==> src/rtl/sm2201_cycle_sequencer.sv <==
// sm2201_cycle_sequencer: bridges a 64-byte ISA I/O window onto CAMAC dataway
// cycles. Words 0..30 map to CAMAC subaddresses. Word 31 is a local status byte.
// An even-byte read or an odd-byte write launches a CAMAC cycle. isa_chrdy holds
// the ISA cycle in wait states until that CAMAC cycle completes.
// Optional feature macro: SM2201_SEQ_TIMEOUT_EN adds a response timeout in
// WAIT_RESP and a sticky seq_timeout flag.
module sm2201_cycle_sequencer #(
  parameter logic [9:0] BASE_ADDR      = 10'h100,
  parameter int         STROBE_CYCLES  = 2,
  parameter int         TIMEOUT_CYCLES = 64
) (
  input  logic        isa_clk,
  input  logic        isa_reset,
  input  logic [9:0]  isa_addr,
  input  logic        isa_ior,
  input  logic        isa_iow,
  input  logic        isa_aen,
  input  logic [7:0]  isa_data_in,
  output logic [7:0]  isa_data_out,
  output logic        isa_data_oe,
  output logic        isa_chrdy,
  input  logic [15:0] cb_data_in,
  output logic [15:0] cb_data_out,
  output logic        cb_data_oe,
  output logic [4:0]  cb_sub,
  output logic        cb_write,
  output logic        cb_strobe,
  input  logic        cb_zk4,
  input  logic        cb_prr,
  output logic        seq_busy,
  output logic        seq_timeout
);

  if (STROBE_CYCLES < 1 || STROBE_CYCLES > 15) begin : g_bad_strobe
    $error("STROBE_CYCLES must be in 1..15");
  end
  if (TIMEOUT_CYCLES < 1 || TIMEOUT_CYCLES > 255) begin : g_bad_timeout
    $error("TIMEOUT_CYCLES must be in 1..255");
  end

  typedef enum logic [2:0] {IDLE, WAIT_BUS, STROBE, WAIT_RESP, DONE} state_t;
  state_t state, next_state;

  logic [10:0] addr_ext, base_ext;
  logic        in_window, rd_req, wr_req, hit, hit_prev, start;
  logic        odd_byte, is_status, trig_hit, launch;
  logic [4:0]  word;
  logic [7:0]  low_byte;
  logic [15:0] rd_latch;
  logic [3:0]  strobe_cnt;
  logic        strobe_last, timed_out;

  assign addr_ext    = {1'b0, isa_addr};
  assign base_ext    = {1'b0, BASE_ADDR};
  assign in_window   = (addr_ext >= base_ext) && (addr_ext < base_ext + 11'd64);
  assign rd_req      = !isa_ior && isa_iow;
  assign wr_req      = !isa_iow && isa_ior;
  assign hit         = !isa_aen && in_window && (rd_req || wr_req);
  assign start       = hit && !hit_prev;
  assign word        = isa_addr[5:1];
  assign odd_byte    = isa_addr[0];
  assign is_status   = (word == 5'd31);
  // Only even-byte reads and odd-byte writes of data words need the dataway.
  assign trig_hit    = hit && !is_status && ((rd_req && !odd_byte) || (wr_req && odd_byte));
  assign launch      = start && trig_hit && (state == IDLE);
  assign strobe_last = (strobe_cnt == 4'(STROBE_CYCLES - 1));

  // State register; reset aborts any CAMAC cycle in flight.
  always_ff @(posedge isa_clk or posedge isa_reset) begin
    if (isa_reset) state <= IDLE;
    else           state <= next_state;
  end

  // Next-state decode plus dataway and ISA handshake outputs.
  always_comb begin
    next_state   = state;
    cb_strobe    = 1'b0;
    seq_busy     = (state != IDLE);
    cb_data_oe   = 1'b0;
    isa_chrdy    = 1'b1;
    isa_data_oe  = 1'b0;
    isa_data_out = 8'h00;
    case (state)
      IDLE:      if (launch) next_state = WAIT_BUS;
      WAIT_BUS:  if (cb_zk4) next_state = STROBE;
      STROBE: begin
        cb_strobe = 1'b1;
        if (strobe_last) next_state = WAIT_RESP;
      end
      WAIT_RESP: if (!cb_prr || timed_out) next_state = DONE;
      // An aborted ISA command simply finds hit already low here.
      DONE:      if (!hit) next_state = IDLE;
      default:   next_state = IDLE;
    endcase
    if (state != IDLE) cb_data_oe = cb_write;
    if (!isa_reset) begin
      if (trig_hit && state != DONE) isa_chrdy = 1'b0;
      isa_data_oe = hit && rd_req;
    end
    if (is_status)     isa_data_out = {seq_timeout, seq_busy, 6'b0};
    else if (odd_byte) isa_data_out = rd_latch[15:8];
    else               isa_data_out = rd_latch[7:0];
  end

  // Command edge detect, low-byte staging, CAMAC cycle latches and strobe timing.
  // hit_prev resets high so a command already asserted at reset release is ignored.
  always_ff @(posedge isa_clk or posedge isa_reset) begin
    if (isa_reset) begin
      hit_prev    <= 1'b1;
      low_byte    <= 8'h00;
      rd_latch    <= 16'h0000;
      cb_sub      <= 5'd0;
      cb_write    <= 1'b0;
      cb_data_out <= 16'h0000;
      strobe_cnt  <= 4'd0;
    end else begin
      hit_prev <= hit;
      if (start && wr_req && !odd_byte && !is_status) low_byte <= isa_data_in;
      if (launch) begin
        cb_sub   <= word;
        cb_write <= wr_req;
        if (wr_req) cb_data_out <= {isa_data_in, low_byte};
      end
      if (state == STROBE) strobe_cnt <= strobe_cnt + 4'd1;
      else                 strobe_cnt <= 4'd0;
      if (state == WAIT_RESP) begin
        if (!cb_prr) begin
          if (!cb_write) rd_latch <= cb_data_in;
        end else if (timed_out) begin
          rd_latch <= 16'hFFFF;
        end
      end
    end
  end

`ifdef SM2201_SEQ_TIMEOUT_EN
  logic [7:0] resp_cnt;
  logic       timeout_flag, status_rd, status_rd_prev;

  assign status_rd   = hit && rd_req && is_status;
  assign timed_out   = (state == WAIT_RESP) && (resp_cnt == 8'(TIMEOUT_CYCLES - 1));
  assign seq_timeout = timeout_flag;

  // Response watchdog and sticky flag; a new timeout wins over a status-read clear.
  always_ff @(posedge isa_clk or posedge isa_reset) begin
    if (isa_reset) begin
      resp_cnt       <= 8'd0;
      timeout_flag   <= 1'b0;
      status_rd_prev <= 1'b0;
    end else begin
      if (state == WAIT_RESP) resp_cnt <= resp_cnt + 8'd1;
      else                    resp_cnt <= 8'd0;
      status_rd_prev <= status_rd;
      if (timed_out && cb_prr)               timeout_flag <= 1'b1;
      else if (status_rd_prev && !status_rd) timeout_flag <= 1'b0;
    end
  end
`else
  assign timed_out   = 1'b0;
  assign seq_timeout = 1'b0;
`endif

endmodule
==> config.mk <==
export PLATFORM = sky130hd
export DESIGN_NAME = sm2201_cycle_sequencer
export DESIGN_NICKNAME = d
export VERILOG_FILES = /design/src/rtl/sm2201_cycle_sequencer.sv
export SDC_FILE = /design/constraint.sdc
export NUM_CORES = 1
export LEC_CHECK = 0
export CORE_MARGIN = 1.5
export CORE_UTILIZATION = 49
export DETAILED_ROUTE_END_ITERATION = 16
export HOLD_SLACK_MARGIN = 0.06
export PLACE_DENSITY = 0.81
export SYNTH_ARGS = -nofsm -noshare
export SYNTH_HDL_FRONTEND = slang
export SYNTH_SLANG_ARGS = --single-unit
==> constraint.sdc <==
create_clock -name isa_clk -period 4.8 [get_ports isa_clk]
set_input_delay 0.72 -clock isa_clk [delete_from_list [all_inputs] [get_ports isa_clk]]
set_output_delay 0.72 -clock isa_clk [all_outputs]
set_load 0.01 [all_outputs]
* Yosys cells after proc, flatten, opt, wreduce, memory -nomap -nowiden
Index checks and enable logic that the tools add are counted.
** Word-level totals
- Bits in registers :: 54
- Word-level logic and storage cells :: 69
- Input port bits :: 41
- Output and inout bits :: 36
** Operators by class
- Muxes and demuxes :: 14
- Add/subtract/negate cells :: 1
- Reduce and logical (&&, ||, !) cells :: 30
- Equality and inequality tests :: 12
- Bitwise gates (word level) :: 2
- Magnitude comparators :: 2
** Operators with widths (number)
- $logic_and 1x1->1 :: 17
- $mux 8 :: 2
- $mux 3 :: 5
- $pmux 3 s5 :: 1
- $ge 10x9->1 const B :: 1
- $lt 10x9->1 const B :: 1
- $ne 2x2->1 const B :: 5
- $eq 3x2->1 const B :: 2
- $logic_not 1->1 :: 6
- $eq 5x5->1 const B :: 1
- $mux 1 :: 5
- $reduce_and 5->1 :: 1
- $add 4x1->4 const B :: 1
- $eq 4x1->1 const B :: 1
- $mux 4 :: 1
- $eq 3x1->1 const B :: 1
- $eq 3x3->1 const B :: 1
- $logic_not 3->1 :: 1
- $ne 3x3->1 const B :: 1
- $reduce_and 3->1 :: 1
- $reduce_bool 3->1 :: 1
- $logic_or 1x1->1 :: 2
- $not 1->1 :: 2
- $reduce_and 2->1 :: 1

* Longest topological paths before layout
- Depth in word-level cells :: 10
- Depth in mapped cells :: 8
- Depth with buffers taken out :: 6

* Worst setup path before layout
Ideal clock, no wire load.
- Path type :: input -> output
- Start :: in isa_addr[9]
- End :: out isa_chrdy
- Stages on the path :: 3
- Arrival time :: 2.398 ns
- Data required time :: 4.080 ns
- Path slack :: 1.682 ns
- Buffers on the path :: 0
- Path through :: or4b_4 -> or4_4 -> or4b_2
** On the way
- Cells in the longest elaborated chain, start to end :: 9
- Elaborated cells on any way between the ends :: 10
- Classes of those cells :: order compare (2); mux (2); reduce/logical (6)
** Ends and longest elaborated chain
- from (decl) :: line 14 : input logic [9:0] isa_addr,
- $ge 10x9->1 or $lt 10x9->1 (tied branches) :: line 55 : assign in_window = (addr_ext >= base_ext) && (addr_ext < base_ext + 11'd64);
- $logic_and 1x1->1 * :: line 55
- $logic_and 1x1->1 * (2 in series) :: line 58 : assign hit = !isa_aen && in_window && (rd_req || wr_req);
- $logic_and 1x1->1 * (2 in series) :: line 64 : assign trig_hit = hit && !is_status && ((rd_req && !odd_byte) || (wr_req && odd_byte));
- $logic_and 1x1->1 * :: line 97 : if (trig_hit && state != DONE) isa_chrdy = 1'b0;
- $mux 1 * :: line 97
- $mux 1 * :: line 96 : if (!isa_reset) begin
- to (decl) :: line 21 : output logic isa_chrdy,
Every way passes the cells marked *; elsewhere a longest branch is shown, timed or not.

* Worst setup path in the final report
Same ends and word-level chain as after synthesis.

==> run summary <==
Top Ports: 77
final design utilization: 69.7%
top cells by count, synth: dfrtp_1, mux2_2, nor2_1
Internal: 0.000883 W
CP Launch Point: isa_addr[9]
mapped cell area: 0.00241 sq mm
hold crit path type: reg -> reg
Final Hold Fails: 0
Gates resized, CTS repair: 0
sw frac: 27.6%
first-pass GRT wire length: 7370 um
total CTS buffers: 5
Yosys top cell by area: dfrtp_1
drt pass-1 iters: 4
Fillers: 365
reg2reg end: cb_data_out[0]$_DFFE_PP0P_
GP Congestion: 0.736
fin crit share: 83.8%
P_sw: 0.000336 W
reg-to-reg slack, setup: 2.42 ns
Post-synth top flop: dfrtp_1
largest cells by area after synthesis: dfrtp_1, mux2_2, mux2_4
Static Leak: 1.53 nW
layout net count: 297
Initial Util: 51.0%
clock root cell: clkbuf_8
Min Clock Period, post-route: 4.02 ns
area taken by multi-input logic gates: 963 sq um
Avg Cell Area, Syn: 13.7 sq um
R2R depth: 4
Worst EP required: 4.08 ns
row count: 25
Layout area overhead: 36.6%
drt initial violations: 67
Critical Path End Type: primary output
Post-CTS Setup Bufs: 0
Post-DP HPWL: 3330 um
grt total ovfl: 0
most frequent cell after synthesis: dfrtp_1
pre-CTS WS: 0.759 ns
vias in the first global route: 1560
depth of the CTS H-tree: 2
I/O Buffers: 75
Max-Cap Viols: 0
Seq/Total Area, Yosys: 56.2%
deepest clock path buffer count: 2
Worst Skew: 0.0127 ns
clock-pin slew on the worst setup and hold paths: 0.09 ns
hold_sp: strobe_cnt[0]$_DFF_PP0_
Final ANT Viol Nets: 0
Worst Path Max Fanout: 4
f_max: 0.249 GHz
CTS tree: done
CTS Hold Bufs: 0
WHS: 0.504 ns
startpoint types: input port
worst vdd ir: 0.000238 V
die height: 73.1 um
Cells after Synth: 176
Inserted Diodes: 0
Die X: 73.1 um
combinational share of power: 29.5%
Worst Setup Path Type: in -> out
vias per cell: 4.96
placed cells: 312
hold depth: 1
Register Area: 0.00135 sq mm
Cell variety after synth: 34
Reg power frac: 49.6%
slew margin rel.: 26.9%
clk sinks: 54
Worst Hold Endpoint: strobe_cnt[0]$_DFF_PP0_
die area: 0.00535 sq mm
Non-Filler Instances: 320
gr usage total: 18.5%
Synth warnings: 0
slew at the pin closest to its max-slew limit: 1.10 ns
Setup WS post-layout: 0.779 ns
Skew-Pair Late Insertion Delay: 0.31 ns
overall routed net length: 4520 um
RSZ-0062 raised after global routing: false
pwr dens: 370 mW/mm^2
average wire per standard cell: 14.1 um
ys async rst share: 100%
drt drc: 0
Syn Nets: 221
status: complete, no violations
crit path DAT: 3.30 ns
largest net degree at the start of global routing: 55
CORE AREA: 0.00472 sq mm
Setup-failing EPs final: 0
Max Slew Vio Count: 0
reg2reg start: state[1]$_DFFE_PP0P_
final setup TNS: 0 ns
initial antenna violation count: 0
total number of vias: 1586
Synth Register Bits: 54
clock share of power: 20.9%
Post-synth EDFFs: 0
post-synth top area share: 55.1%
layout cells sized above 1: 24.5%
## per-layer routing
layer / up-vias / GRT usage, % / part of all wire, %
met1: 773 / 24.5 / 46
met4: 0 / 7.55 / 1.8
met2: 46 / 29.2 / 47
li1: 762 / - / -
met5: - / 0 / 0
met3: 5 / 4.42 / 5.0
## worst max-delay path by stage
stage / endpoint / slack (ns) / depth (start not counted)
2_1_floorplan: isa_chrdy / 1.68 / 3
3_3_place_gp: isa_chrdy / 0.79 / 5
3_5_place_dp: isa_chrdy / 0.76 / 5
4_1_cts: isa_chrdy / 0.76 / 5
5_1_grt: isa_chrdy / 0.72 / 5
6_report: isa_chrdy / 0.78 / 5
## stage by stage
| step | total power, W | cell area (sq um) |
|---|---|---|
| 3_5_place_dp | 0.000978 | 3200 |
| 6_report | 0.00122 | 3290 |
| 3_3_place_gp | 0.000966 | 3200 |
| 5_1_grt | 0.00129 | 3290 |
| 2_1_floorplan | 0.000802 | 2410 |
| 4_1_cts | 0.00123 | 3290 |
## power groups by stage
| stage | sequential, W | clock (W) | combinational [W] |
|---|---|---|---|
| 2_1_floorplan | 0.000595 | 0 | 0.000207 |
| 3_3_place_gp | 0.000610 | 0 | 0.000356 |
| 3_5_place_dp | 0.000614 | 0 | 0.000364 |
| 4_1_cts | 0.000604 | 0.000263 | 0.000366 |
| 5_1_grt | 0.000616 | 0.000281 | 0.000392 |
| 6_report | 0.000604 | 0.000255 | 0.000360 |
## critical path, cell delays in order
cell             delay, ns
clkdlybuf4s50_1       0.40
or4b_4                0.54
or4_4                 0.51
or4b_2                0.61
clkdlybuf4s50_1       0.51
## cells by family (layout without fill, tap and decap cells)
logic type	count (synthesis)	after routing	share of synthesized area, %
DFF	54	54	56.2
xor gates and xnor gates	2	2	0.727
AOI/OAI and AO/OA	7	7	1.77
and+or+nand+nor	36	36	8.47
adders and majority gates	4	4	2.08
buffers and inverters	17	94	3.84
other	1	1	0.156
muxes	55	55	26.8
## cells in the final DEF (no fill, tap or decap), types with 2 or more instances in the layout
cell type / n
nor3_1: 2
buf_4: 2
nand3_1: 2
inv_1: 8
clkbuf_8: 6
or4b_2: 2
o21ai_0: 2
or4_1: 2
nor2b_1: 2
clkdlybuf4s50_1: 75
mux2_2: 36
mux2i_1: 9
mux2_4: 10
nor2_1: 16
dfrtp_1: 53
a21oi_1: 2
ha_1: 4
nand2_1: 3
## area by class of cell
cell class                 count  share of cell area (%)
timing repair buffer          77                    23.3
clock buffer                   7                    2.62
clock inverter                 1                   0.152
tap                           67                    2.55
sequential                    54                    41.1
inverter                       9                    1.03
multi-input combinational    105                    29.3
## sequential cells by signal, summed over array words and instances (netlist names)
signal and count:
cb_data_out 16, rd_latch 16, low_byte 8, cb_sub 5
strobe_cnt 4, state 3, cb_write 1, hit_prev 1
(Power assumes the default switching activity.)
